$ cat src/rtl/dedo_tracker_if.sv
// Fingertip tracker bus: detector-side frame sample in, filtered cursor position out.
interface dedo_tracker_if;
    logic        frame_sync;
    logic [19:0] detect_pos_pixel;
    logic        achou;
    logic [10:0] x;
    logic [10:0] y;
    logic        valid;
    logic        upd;

    modport master (
        output frame_sync, detect_pos_pixel, achou,
        input  x, y, valid, upd
    );

    modport slave (
        input  frame_sync, detect_pos_pixel, achou,
        output x, y, valid, upd
    );
endinterface

$ cat src/rtl/dedo_tracker.sv
// Turns a per-frame linear fingertip index into a smoothed x/y cursor with
// found/lost hysteresis; row/column split is a 9-step restoring divider.
module dedo_tracker #(
    parameter int WIDTH        = 640,
    parameter int HEIGHT       = 480,
    parameter int SHIFT        = 2,
    parameter int FOUND_FRAMES = 2,
    parameter int LOST_FRAMES  = 8
) (
    input  logic           clk,
    input  logic           reset,
    dedo_tracker_if.slave  bus
);
    localparam int FCW = $clog2(FOUND_FRAMES + 1);
    localparam int LCW = $clog2(LOST_FRAMES + 1);

    typedef enum logic [1:0] {S_IDLE, S_DIV, S_FILT, S_UPD} state_t;

    state_t          state_q, state_d;
    logic            fs_s1_q, fs_s2_q, fs_s3_q;
    logic            fs_edge;
    logic [3:0]      k_q, k_d;
    logic [19:0]     rem_q, rem_d;
    logic [8:0]      quo_q, quo_d;
    logic            f_raw_q, f_raw_d;
    logic            found_q, found_d;
    logic [10:0]     ema_x_q, ema_x_d, ema_y_q, ema_y_d;
    logic [10:0]     x_q, x_d, y_q, y_d;
    logic            valid_q, valid_d, upd_q, upd_d;
    logic [FCW-1:0]  fcnt_q, fcnt_d;
    logic [LCW-1:0]  lcnt_q, lcnt_d;
    logic [20:0]     dvs;
    logic            rem_ge;

    // One EMA step; the sum can never go negative, the guard only keeps bit 11 meaningful.
    function automatic logic [10:0] ema_step(input logic [10:0] cur, input logic [10:0] raw);
        logic signed [11:0] d, step, nxt;
        d    = $signed({1'b0, raw}) - $signed({1'b0, cur});
        step = d >>> SHIFT;
        nxt  = $signed({1'b0, cur}) + step;
        return nxt[11] ? 11'd0 : nxt[10:0];
    endfunction

    assign fs_edge = fs_s2_q & ~fs_s3_q;
    assign dvs     = 21'(WIDTH) << k_q;
    assign rem_ge  = {1'b0, rem_q} >= dvs;

    always_comb begin
        state_d = state_q;
        k_d     = k_q;
        rem_d   = rem_q;
        quo_d   = quo_q;
        f_raw_d = f_raw_q;
        found_d = found_q;
        ema_x_d = ema_x_q;
        ema_y_d = ema_y_q;
        x_d     = x_q;
        y_d     = y_q;
        valid_d = valid_q;
        upd_d   = 1'b0;
        fcnt_d  = fcnt_q;
        lcnt_d  = lcnt_q;
        case (state_q)
            S_IDLE: begin
                if (fs_edge) begin
                    rem_d   = bus.detect_pos_pixel;
                    f_raw_d = bus.achou;
                    quo_d   = '0;
                    k_d     = 4'd8;
                    state_d = S_DIV;
                end
            end
            S_DIV: begin
                if (rem_ge) begin
                    rem_d = rem_q - dvs[19:0];
                    quo_d = quo_q | (9'd1 << k_q);
                end
                if (k_q == 4'd0) state_d = S_FILT;
                else             k_d     = k_q - 4'd1;
            end
            S_FILT: begin
                // rem < WIDTH is implied whenever quo < HEIGHT; kept as a cheap sanity guard.
                found_d = f_raw_q && ({2'b0, quo_q} < 11'(HEIGHT)) && (rem_q < 20'(WIDTH));
                ema_x_d = ema_step(x_q, rem_q[10:0]);
                ema_y_d = ema_step(y_q, {2'b0, quo_q});
                state_d = S_UPD;
            end
            S_UPD: begin
                if (found_q) begin
                    lcnt_d = '0;
                    if (fcnt_q != FCW'(FOUND_FRAMES)) fcnt_d = fcnt_q + 1'b1;
                end else begin
                    fcnt_d = '0;
                    if (lcnt_q != LCW'(LOST_FRAMES)) lcnt_d = lcnt_q + 1'b1;
                end
                if (!valid_q && fcnt_d == FCW'(FOUND_FRAMES)) begin
                    valid_d = 1'b1;
                    x_d     = rem_q[10:0];
                    y_d     = {2'b0, quo_q};
                end else if (valid_q && found_q) begin
                    x_d = ema_x_q;
                    y_d = ema_y_q;
                end else if (valid_q && lcnt_d == LCW'(LOST_FRAMES)) begin
                    valid_d = 1'b0;
                end
                upd_d   = 1'b1;
                state_d = S_IDLE;
            end
            default: state_d = S_IDLE;
        endcase
    end

    always_ff @(posedge clk or posedge reset) begin
        if (reset) begin
            state_q <= S_IDLE;
            k_q     <= '0;
            fs_s1_q <= 1'b0;
            fs_s2_q <= 1'b0;
            fs_s3_q <= 1'b0;
            x_q     <= '0;
            y_q     <= '0;
            valid_q <= 1'b0;
            upd_q   <= 1'b0;
            fcnt_q  <= '0;
            lcnt_q  <= '0;
        end else begin
            state_q <= state_d;
            k_q     <= k_d;
            fs_s1_q <= bus.frame_sync;
            fs_s2_q <= fs_s1_q;
            fs_s3_q <= fs_s2_q;
            x_q     <= x_d;
            y_q     <= y_d;
            valid_q <= valid_d;
            upd_q   <= upd_d;
            fcnt_q  <= fcnt_d;
            lcnt_q  <= lcnt_d;
        end
    end

    // Datapath registers are always overwritten before use, so they carry no reset.
    always_ff @(posedge clk) begin
        rem_q   <= rem_d;
        quo_q   <= quo_d;
        f_raw_q <= f_raw_d;
        found_q <= found_d;
        ema_x_q <= ema_x_d;
        ema_y_q <= ema_y_d;
    end

    assign bus.x     = x_q;
    assign bus.y     = y_q;
    assign bus.valid = valid_q;
    assign bus.upd   = upd_q;
endmodule

$ cat src/flat_wrapper.sv
// flat-port wrapper written by rule: the top's interface ports become plain ports
module dedo_tracker_flat 
#(
    parameter int WIDTH        = 640,
    parameter int HEIGHT       = 480,
    parameter int SHIFT        = 2,
    parameter int FOUND_FRAMES = 2,
    parameter int LOST_FRAMES  = 8
)
  (clk, reset, bus_frame_sync, bus_detect_pos_pixel, bus_achou, bus_x, bus_y, bus_valid, bus_upd);
  dedo_tracker_if bus_i ();
  input  logic clk;
  input  logic reset;
  input wire logic [$bits(bus_i.frame_sync)-1:0] bus_frame_sync;
  input wire logic [$bits(bus_i.detect_pos_pixel)-1:0] bus_detect_pos_pixel;
  input wire logic [$bits(bus_i.achou)-1:0] bus_achou;
  output wire logic [$bits(bus_i.x)-1:0] bus_x;
  output wire logic [$bits(bus_i.y)-1:0] bus_y;
  output wire logic [$bits(bus_i.valid)-1:0] bus_valid;
  output wire logic [$bits(bus_i.upd)-1:0] bus_upd;
  assign bus_i.frame_sync = bus_frame_sync;
  assign bus_i.detect_pos_pixel = bus_detect_pos_pixel;
  assign bus_i.achou = bus_achou;
  assign bus_x = bus_i.x;
  assign bus_y = bus_i.y;
  assign bus_valid = bus_i.valid;
  assign bus_upd = bus_i.upd;
  dedo_tracker #(.WIDTH(WIDTH), .HEIGHT(HEIGHT), .SHIFT(SHIFT), .FOUND_FRAMES(FOUND_FRAMES), .LOST_FRAMES(LOST_FRAMES)) u_core (.clk(clk), .reset(reset), .bus(bus_i));
endmodule
$ cat config.mk
export PLATFORM = sky130hd
export DESIGN_NAME = dedo_tracker_flat
export DESIGN_NICKNAME = d
export VERILOG_FILES = /design/src/rtl/dedo_tracker_if.sv /design/src/rtl/dedo_tracker.sv /design/src/flat_wrapper.sv
export SDC_FILE = /design/constraint.sdc
export NUM_CORES = 1
export LEC_CHECK = 0
export CAP_MARGIN = 15
export CORE_UTILIZATION = 30
export DETAILED_ROUTE_END_ITERATION = 8
export PLACE_DENSITY = 0.47
export REMOVE_ABC_BUFFERS = 1
export SLEW_MARGIN = 5
export SYNTH_ARGS = -nofsm -noshare
export SYNTH_HDL_FRONTEND = slang
export SYNTH_SLANG_ARGS = --single-unit
$ cat constraint.sdc
create_clock -name clk -period 11.6 [get_ports clk]
set_clock_uncertainty 0.2 [all_clocks]
set_input_delay 1.16 -clock clk [delete_from_list [all_inputs] [get_ports clk]]
set_output_delay 1.16 -clock clk [all_outputs]
set_load 0.005 [all_outputs]
==> metrics.txt, run 1 <==
# TYPE chip_impl_metric gauge
chip_impl_metric{name="grt.overflow.total",unit=""} 0
chip_impl_metric{name="synth_sequential_area_ratio",unit=""} 0.405
chip_impl_metric{name="cts_hold_repair.buffers",unit=""} 0
chip_impl_metric{name="grtUsageMet2",unit=""} 0.235
chip_impl_metric{name="design.core.area",unit="sq um"} 20500
chip_impl_metric{name="nets",unit=""} 773
chip_impl_metric{name="vias_per_cell",unit=""} 4.90
chip_impl_metric{name="cts.repair.resized",unit=""} 0
chip_impl_metric{name="ys_async_sr_fraction",unit=""} 0.424
chip_impl_metric{name="wire_length_of_the_first_global_routing_pass",unit="um"} 24400
chip_impl_metric{name="clock_sinks",unit=""} 92
chip_impl_metric{name="finalMaxSlewViolations",unit=""} 0
chip_impl_metric{name="post-place-cells",unit=""} 939
chip_impl_metric{name="detailedRoute.firstIterationViolations",unit=""} 252
chip_impl_metric{name="clk_pin_slew_worst_setup_hold_paths",unit="ns"} 0.07
chip_impl_metric{name="max_slew_margin",unit=""} 0.494
chip_impl_info{name="min_path_type",value="reg -> reg"} 1
chip_impl_info{name="ctsRootBufferMaster",value="sky130_fd_sc_hd__clkbuf_16"} 1
chip_impl_metric{name="starting_density",unit=""} 0.309
chip_impl_metric{name="finalWorstSetupSlack",unit="ns"} 7.08
chip_impl_info{name="criticalPathCategory",value="reg -> reg"} 1
chip_impl_info{name="crit_end_category",value="flop"} 1
chip_impl_metric{name="timing.final.crit_share",unit=""} 0.390
chip_impl_metric{name="port_buffers",unit=""} 47
chip_impl_info{name="yosys_most_used_dff",value="sky130_fd_sc_hd__edfxtp_1"} 1
chip_impl_metric{name="global_route.usage.met3",unit=""} 0.0233
chip_impl_metric{name="synth.top_cell.area_share",unit=""} 0.251
chip_impl_metric{name="hold_depth",unit=""} 0
chip_impl_metric{name="tightest_slew",unit="ns"} 0.759
chip_impl_metric{name="worstPathMaxFanout",unit=""} 17
chip_impl_metric{name="totalWireLength",unit="um"} 14700
chip_impl_info{name="status",value="finished, final reports clean"} 1
chip_impl_metric{name="report.final.setup_viol",unit=""} 0
chip_impl_metric{name="max_freq",unit="GHz"} 0.221
chip_impl_metric{name="die_area",unit="sq um"} 21700
chip_impl_info{name="cp_cell_sequence",value="inv_1 > ha_1 > nand2_1 > ha_1 > o21ai_0 > a211oi_1 > a211oi_1 > o21ai_0 > a21oi_1 > o22ai_2 > buf_4"} 1
chip_impl_metric{name="r2r.worst_path.cells",unit=""} 11
chip_impl_metric{name="detail_route.drc_violations",unit=""} 0
chip_impl_metric{name="cts.repair_timing.setup_buffer_count",unit=""} 0
chip_impl_metric{name="drt.antenna.violating_nets",unit=""} 0
chip_impl_metric{name="via_count",unit=""} 4675
chip_impl_metric{name="wire_per_inst",unit="um"} 15.4
chip_impl_metric{name="synthesized_area",unit="sq um"} 6330
chip_impl_metric{name="io-pin-count",unit=""} 48
chip_impl_metric{name="met1_track_demand_over_resource_in_global_routing",unit=""} 0.193
chip_impl_metric{name="placement.cell_area",unit="sq um"} 7130
chip_impl_info{name="hp-start",value="u_core.fs_s1_q$_DFF_PP0_"} 1
chip_impl_info{name="cts_tree",value="built"} 1
chip_impl_metric{name="max_cap_violations",unit=""} 0
chip_impl_metric{name="grt_pass1_vias",unit=""} 4690
chip_impl_metric{name="rrSetupSlack",unit="ns"} 7.08
chip_impl_metric{name="synthesis.yosys.warnings",unit=""} 0
chip_impl_metric{name="gr-usage-all-layers",unit=""} 0.142
chip_impl_metric{name="finalSetupTns",unit="ns"} 0
chip_impl_metric{name="fp-row-count",unit=""} 52
chip_impl_info{name="rsz0062_at_grt",value="false"} 1
chip_impl_info{name="busiest_layer",value="met2"} 1
chip_impl_info{name="worst_hold_path.endpoint",value="u_core.fs_s2_q$_DFF_PP0_"} 1
chip_impl_info{name="cp_slowest_cell",value="sky130_fd_sc_hd__a211oi_1"} 1
chip_impl_metric{name="number_of_antenna_violations_at_the_first_check_in_global_routing",unit=""} 0
chip_impl_metric{name="fin_cells",unit=""} 955
chip_impl_metric{name="syn_to_final_growth",unit="%"} 17.7
chip_impl_metric{name="fp.dieW",unit="um"} 147
chip_impl_metric{name="number_of_flops_mapped_to_enable_cells_by_yosys",unit=""} 53
chip_impl_metric{name="minimum_clock_period_after_layout",unit="ns"} 4.52
chip_impl_metric{name="final_design_area_no_fill",unit="sq um"} 7460
chip_impl_metric{name="critical_path.max_stage_delay",unit="ns"} 0.63
chip_impl_metric{name="cp.required",unit="ns"} 11.42
chip_impl_metric{name="antenna_cells_inserted",unit=""} 0
chip_impl_metric{name="fp.dieH",unit="um"} 147
chip_impl_info{name="synth.area.top_cells",value="sky130_fd_sc_hd__edfxtp_1, sky130_fd_sc_hd__dfrtp_1, sky130_fd_sc_hd__ha_1, sky130_fd_sc_hd__a21oi_1, sky130_fd_sc_hd__mux2i_1"} 1
chip_impl_metric{name="cts.htree.levels",unit=""} 3
chip_impl_metric{name="pin_count_of_the_biggest_net_entering_global_routing",unit=""} 42
chip_impl_metric{name="drive_gt1_frac",unit=""} 0.0759
chip_impl_info{name="r2r-end",value="u_core.quo_q[7]$_SDFFCE_PN0P_"} 1
chip_impl_metric{name="dp_hpwl",unit="um"} 11200
chip_impl_metric{name="cts_max_path_buffers",unit=""} 2
chip_impl_info{name="timing.critical_path.from_type",value="flop"} 1
chip_impl_metric{name="gpl.final_weighted_congestion",unit=""} 0.783
chip_impl_metric{name="avgSynthCellArea",unit="sq um"} 10.0
chip_impl_metric{name="clkLatencyLatePin",unit="ns"} 0.35
chip_impl_metric{name="yosys.cell_types.count",unit=""} 63
chip_impl_metric{name="synth-seq-cells",unit=""} 92
chip_impl_metric{name="fillCellCount",unit=""} 2059
chip_impl_info{name="reg_to_reg_startpoint",value="u_core.k_q[0]$_DFFE_PP0P_"} 1
chip_impl_metric{name="synthesis.instances",unit=""} 633
chip_impl_metric{name="data_arrival_time_of_the_critical_path",unit="ns"} 4.35
chip_impl_metric{name="dp_worst_setup_slack",unit="ns"} 7.11
chip_impl_metric{name="clock_buffer_count_from_cts",unit=""} 9
chip_impl_metric{name="drtPass1Iterations",unit=""} 6
chip_impl_metric{name="final_hold_viol_count",unit=""} 0
chip_impl_info{name="synthDominantAreaCellType",value="sky130_fd_sc_hd__edfxtp_1"} 1
-- cells in the final DEF, fill, tap and decap left out, drive strengths merged, types with 6 or more instances in the layout --
master	instances
a211oi	9
a21o	11
a21oi	51
buf	9
clkbuf	12
clkdlybuf4s50	47
dfrtp	39
edfxtp	53
ha	67
inv	43
mux2	12
mux2i	24
nand2	55
nand3	11
nor2	33
nor2b	19
nor3	17
nor3b	6
o21a	6
o21ai	41
xnor2	23
xor2	18
-- synth_stat cells, types with 3 or more instances --
master                     number
sky130_fd_sc_hd__nor2b_1       19
sky130_fd_sc_hd__o21ai_0       41
sky130_fd_sc_hd__o211ai_1       5
sky130_fd_sc_hd__nor2_1        33
sky130_fd_sc_hd__a211oi_1       8
sky130_fd_sc_hd__a31oi_1        5
sky130_fd_sc_hd__edfxtp_1      53
sky130_fd_sc_hd__o22ai_1        3
sky130_fd_sc_hd__mux2i_1       24
sky130_fd_sc_hd__and2_1         4
sky130_fd_sc_hd__a21boi_0       3
sky130_fd_sc_hd__a21o_1        11
sky130_fd_sc_hd__clkbuf_1      13
sky130_fd_sc_hd__dfrtp_1       39
sky130_fd_sc_hd__o21a_1         6
sky130_fd_sc_hd__nor3_1        17
sky130_fd_sc_hd__nor3b_1        6
sky130_fd_sc_hd__a21oi_1       51
sky130_fd_sc_hd__nand3_1       11
sky130_fd_sc_hd__xor2_1        18
sky130_fd_sc_hd__and3_1         3
sky130_fd_sc_hd__mux2_2        12
sky130_fd_sc_hd__ha_1          67
sky130_fd_sc_hd__nand4_1        4
sky130_fd_sc_hd__nand2_1       55
sky130_fd_sc_hd__a31o_2         5
sky130_fd_sc_hd__nand2b_1       3
sky130_fd_sc_hd__inv_1         43
sky130_fd_sc_hd__buf_2          5
sky130_fd_sc_hd__xnor2_1       23
-- registers in the layout, summed over array words and instances, names as in the netlist --
register          flops
u_core.bus.y         11
u_core.lcnt_q         4
u_core.fs_s2_q        1
u_core.fcnt_q         2
u_core.state_q        2
u_core.found_q        1
u_core.bus.x         11
u_core.quo_q          9
u_core.f_raw_q        1
u_core.bus.upd        1
u_core.fs_s1_q        1
u_core.rem_q         20
u_core.k_q            4
u_core.ema_y_q       11
u_core.ema_x_q       11
u_core.bus.valid      1
u_core.fs_s3_q        1
-- cell type report --
cell class	instances	area (sq um)	area share
Inverter	43	161	0.0216
Clock buffer	12	268	0.0359
Sequential cell	92	2570	0.344
Multi-Input combinational cell	478	3520	0.473
Timing Repair Buffer	56	542	0.0727
Clock inverter	4	55.1	0.00738
Tap cell	270	338	0.0453
-- how the worst max path moves through the flow --
stage / start / to / slack (ns)
global route: u_core.k_q[0]$_DFFE_PP0P_ / u_core.quo_q[7]$_SDFFCE_PN0P_ / 6.73
global placement: u_core.k_q[2]$_DFFE_PP0P_ / u_core.rem_q[16]$_DFFE_PP_ / 7.19
CTS: u_core.k_q[0]$_DFFE_PP0P_ / u_core.quo_q[7]$_SDFFCE_PN0P_ / 7.06
floorplan: u_core.k_q[0]$_DFFE_PP0P_ / u_core.quo_q[0]$_SDFFCE_PN0P_ / 7.21
finish: u_core.k_q[0]$_DFFE_PP0P_ / u_core.quo_q[7]$_SDFFCE_PN0P_ / 7.08
detailed placement: u_core.k_q[0]$_DFFE_PP0P_ / u_core.quo_q[1]$_SDFFCE_PN0P_ / 7.11
-- metrics by stage --
stage | util | hold WS [ns]
6_report | 0.364 | 0.151
5_1_grt | 0.364 | 0.155
4_1_cts | 0.364 | 0.154
3_5_place_dp | 0.348 | 0.137
3_3_place_gp | 0.347 | 0.138
2_1_floorplan | - | 0.131
-- critical path: cells and delay by family (launching register included) --
kind / cells / cell delay (ns)
buf+inv: 2 / 0.60
simple gates: 1 / 0.22
compound gates: 6 / 1.97
flops: 1 / 0.46
fa+ha+maj: 2 / 0.74
-- metal layers --
| layer | part of all wire | up-vias | routed length (um) |
|---|---|---|---|
| met5 | 0 | - | 0 |
| met4 | 0.0095 | 0 | 139 |
| met3 | 0.026 | 9 | 379 |
| met2 | 0.47 | 50 | 6870 |
| met1 | 0.50 | 2229 | 7310 |
| li1 | - | 2387 | - |
-- cells by family (layout without fill, tap and decap cells) --
kind of cell / after synthesis / in the layout / share of synthesized area
compound gates: 163 / 163 / 0.169
flops: 92 / 92 / 0.405
fa+ha+maj: 69 / 69 / 0.139
mux: 36 / 36 / 0.0593
simple gates: 169 / 169 / 0.132
xor+xnor: 41 / 41 / 0.0567
buf+inv: 63 / 115 / 0.0395
Power of run 1 is left out: the tool's default activity adds up to more than one toggle a clock period on the data nets, which glitch-free logic cannot reach.
==> run 2, diff against run 1 <==
clock period = 4.52 ns   (was 11.6 ns; I/O delays follow)
==> run 2 against run 1 <==
Maximum frequency increased by 5.7%. Setup slack got worse by 6.8 ns. Core utilization hardly changed. Via count increased by 2.8%. Die area unchanged. Critical path depth up 2. Design area about the same. Register-to-register slack got worse by 6.8 ns. Non-clock buffer count increased by 3. Cell count grew 0.31%.
==> metrics.txt, run 2 (same netlist as run 1, synthesis figures left out) <==
# TYPE chip_impl_metric gauge
chip_impl_info{name="status",value="finished, final reports clean"} 1
chip_impl_metric{name="tightest_slew",unit="ns"} 1.17
chip_impl_info{name="cp_slowest_cell",value="sky130_fd_sc_hd__o211ai_1"} 1
chip_impl_info{name="worst_hold_path.endpoint",value="u_core.fs_s3_q$_DFF_PP0_"} 1
chip_impl_metric{name="clkLatencyLatePin",unit="ns"} 0.35
chip_impl_metric{name="clock_buffer_count_from_cts",unit=""} 9
chip_impl_metric{name="port_buffers",unit=""} 47
chip_impl_metric{name="syn_to_final_growth",unit="%"} 17.6
chip_impl_info{name="ctsRootBufferMaster",value="sky130_fd_sc_hd__clkbuf_16"} 1
chip_impl_metric{name="cts.repair.resized",unit=""} 0
chip_impl_metric{name="max_slew_margin",unit=""} 0.216
chip_impl_metric{name="placement.cell_area",unit="sq um"} 7140
chip_impl_metric{name="design.core.area",unit="sq um"} 20500
chip_impl_metric{name="worstPathMaxFanout",unit=""} 11
chip_impl_metric{name="grt_pass1_vias",unit=""} 4747
chip_impl_info{name="cp_top_family",value="compound AO/OA/AOI/OAI gates"} 1
chip_impl_metric{name="cp.required",unit="ns"} 4.51
chip_impl_info{name="cts_tree",value="built"} 1
chip_impl_info{name="layout_common_cells",value="sky130_fd_sc_hd__ha_1, sky130_fd_sc_hd__nand2_1, sky130_fd_sc_hd__edfxtp_1"} 1
chip_impl_metric{name="cts.repair_timing.setup_buffer_count",unit=""} 0
chip_impl_metric{name="drive_gt1_frac",unit=""} 0.0799
chip_impl_metric{name="totalWireLength",unit="um"} 15100
chip_impl_metric{name="number_of_antenna_violations_at_the_first_check_in_global_routing",unit=""} 0
chip_impl_info{name="mostFrequentLayoutCell",value="sky130_fd_sc_hd__ha_1"} 1
chip_impl_metric{name="drtPass1Iterations",unit=""} 4
chip_impl_info{name="hp-start",value="u_core.fs_s2_q$_DFF_PP0_"} 1
chip_impl_info{name="top_register",value="u_core.rem_q"} 1
chip_impl_info{name="rsz0062_at_grt",value="false"} 1
chip_impl_metric{name="max_cap_violations",unit=""} 0
chip_impl_metric{name="wire_per_inst",unit="um"} 15.8
chip_impl_metric{name="post-route-util",unit=""} 0.363
chip_impl_metric{name="die_area",unit="sq um"} 21700
chip_impl_metric{name="io-pin-count",unit=""} 48
chip_impl_metric{name="finalMaxSlewViolations",unit=""} 0
chip_impl_metric{name="hold_depth",unit=""} 0
chip_impl_metric{name="finalSetupTns",unit="ns"} 0
chip_impl_metric{name="final_design_area_no_fill",unit="sq um"} 7450
chip_impl_metric{name="fp-row-count",unit=""} 52
chip_impl_metric{name="report.final.setup_viol",unit=""} 0
chip_impl_metric{name="antenna_cells_inserted",unit=""} 0
chip_impl_info{name="timing.critical_path.from_type",value="flop"} 1
chip_impl_info{name="r2r-end",value="u_core.ema_x_q[10]$_SDFFCE_PP0P_"} 1
chip_impl_metric{name="wire_length_of_the_first_global_routing_pass",unit="um"} 25000
chip_impl_metric{name="via_count",unit=""} 4808
chip_impl_metric{name="r2r.worst_path.cells",unit=""} 13
chip_impl_metric{name="cts.htree.levels",unit=""} 3
chip_impl_info{name="cp_cell_sequence",value="inv_1 > ha_1 > a21o_1 > a21oi_1 > o41ai_4 > a311oi_2 > xnor2_1 > ha_1 > o211ai_1 > a31o_2 > a31oi_1 > o211ai_1 > a22oi_4"} 1
chip_impl_metric{name="cts_hold_repair.buffers",unit=""} 0
chip_impl_metric{name="cts_max_path_buffers",unit=""} 2
chip_impl_metric{name="detailedRoute.firstIterationViolations",unit=""} 289
chip_impl_metric{name="critical_path.max_stage_delay",unit="ns"} 0.51
chip_impl_info{name="min_path_type",value="reg -> reg"} 1
chip_impl_info{name="crit_end_category",value="flop"} 1
chip_impl_metric{name="worstPathBufferInverterCount",unit=""} 1
chip_impl_metric{name="timing.final.crit_share",unit=""} 0.947
chip_impl_metric{name="fillCellCount",unit=""} 2029
chip_impl_metric{name="pin_count_of_the_biggest_net_entering_global_routing",unit=""} 42
chip_impl_metric{name="fp.dieW",unit="um"} 147
chip_impl_metric{name="detail_route.drc_violations",unit=""} 0
chip_impl_info{name="criticalPathCategory",value="reg -> reg"} 1
chip_impl_metric{name="largest_register_ff_count",unit=""} 20
chip_impl_metric{name="vias_per_cell",unit=""} 5.02
chip_impl_metric{name="drt.antenna.violating_nets",unit=""} 0
chip_impl_metric{name="nets",unit=""} 776
chip_impl_metric{name="max_freq",unit="GHz"} 0.234
chip_impl_metric{name="dp_hpwl",unit="um"} 11300
chip_impl_metric{name="minimum_clock_period_after_layout",unit="ns"} 4.28
chip_impl_metric{name="clk_pin_slew_worst_setup_hold_paths",unit="ns"} 0.07
chip_impl_metric{name="clock_sinks",unit=""} 92
chip_impl_metric{name="gpl.final_weighted_congestion",unit=""} 0.821
chip_impl_metric{name="data_arrival_time_of_the_critical_path",unit="ns"} 4.27
chip_impl_metric{name="starting_density",unit=""} 0.309
chip_impl_metric{name="rrSetupSlack",unit="ns"} 0.24
chip_impl_metric{name="fp.dieH",unit="um"} 147
chip_impl_metric{name="gr-usage-all-layers",unit=""} 0.147
chip_impl_metric{name="final_hold_viol_count",unit=""} 0
chip_impl_info{name="reg_to_reg_startpoint",value="u_core.bus.x[4]$_DFFE_PP0P_"} 1
chip_impl_metric{name="grt.overflow.total",unit=""} 0
run 2: cell count changes in the layout (fill, tap and decap cells not counted), sizes merged:
cell / before / now
buf: 9 / 12
clkbuf: 12 / 9
clkinv: 2 / 4
inv: 43 / 44
run 2: worst max-delay path by stage:
stage | slack [ns] | depth (start not counted) | start | end
after detailed placement | 0.32 | 13 | u_core.bus.x[4]$_DFFE_PP0P_ | u_core.ema_x_q[0]$_SDFFCE_PP0P_
final | 0.24 | 13 | u_core.bus.x[4]$_DFFE_PP0P_ | u_core.ema_x_q[10]$_SDFFCE_PP0P_
after floorplan | 0.13 | 10 | u_core.k_q[0]$_DFFE_PP0P_ | u_core.quo_q[0]$_SDFFCE_PN0P_
after global routing | 0.02 | 13 | u_core.bus.x[4]$_DFFE_PP0P_ | u_core.ema_x_q[0]$_SDFFCE_PP0P_
after global placement | 0.45 | 13 | u_core.bus.x[4]$_DFFE_PP0P_ | u_core.ema_x_q[10]$_SDFFCE_PP0P_
after CTS | 0.23 | 13 | u_core.bus.x[4]$_DFFE_PP0P_ | u_core.ema_x_q[0]$_SDFFCE_PP0P_
run 2: area by class of cell:
class	count	area (sq um)	area share
clock buffer	9	225	0.0302
inverter	43	161	0.0217
multi-input combinational	478	3520	0.473
sequential	92	2570	0.345
clock inverter	7	73.8	0.00991
timing repair buffer	59	561	0.0752
tap	270	338	0.0453
run 2: routing by layer:
metal | up-vias | share of wire | GRT usage
li1 | 2397 | - | -
met1 | 2332 | 0.49 | 0.202
met5 | - | 0 | 0
met2 | 66 | 0.47 | 0.237
met3 | 13 | 0.021 | 0.0183
met4 | 0 | 0.017 | 0.0521
run 2: through the flow:
step                instances  setup WS (ns)  hold slack [ns]
floorplan                 613          0.131            0.131
global placement          941          0.447            0.162
detailed placement        941          0.316            0.170
CTS                       957          0.234            0.185
global route              958         0.0161            0.205
finish                    958          0.238            0.181
Power of run 2 is left out for the same reason.
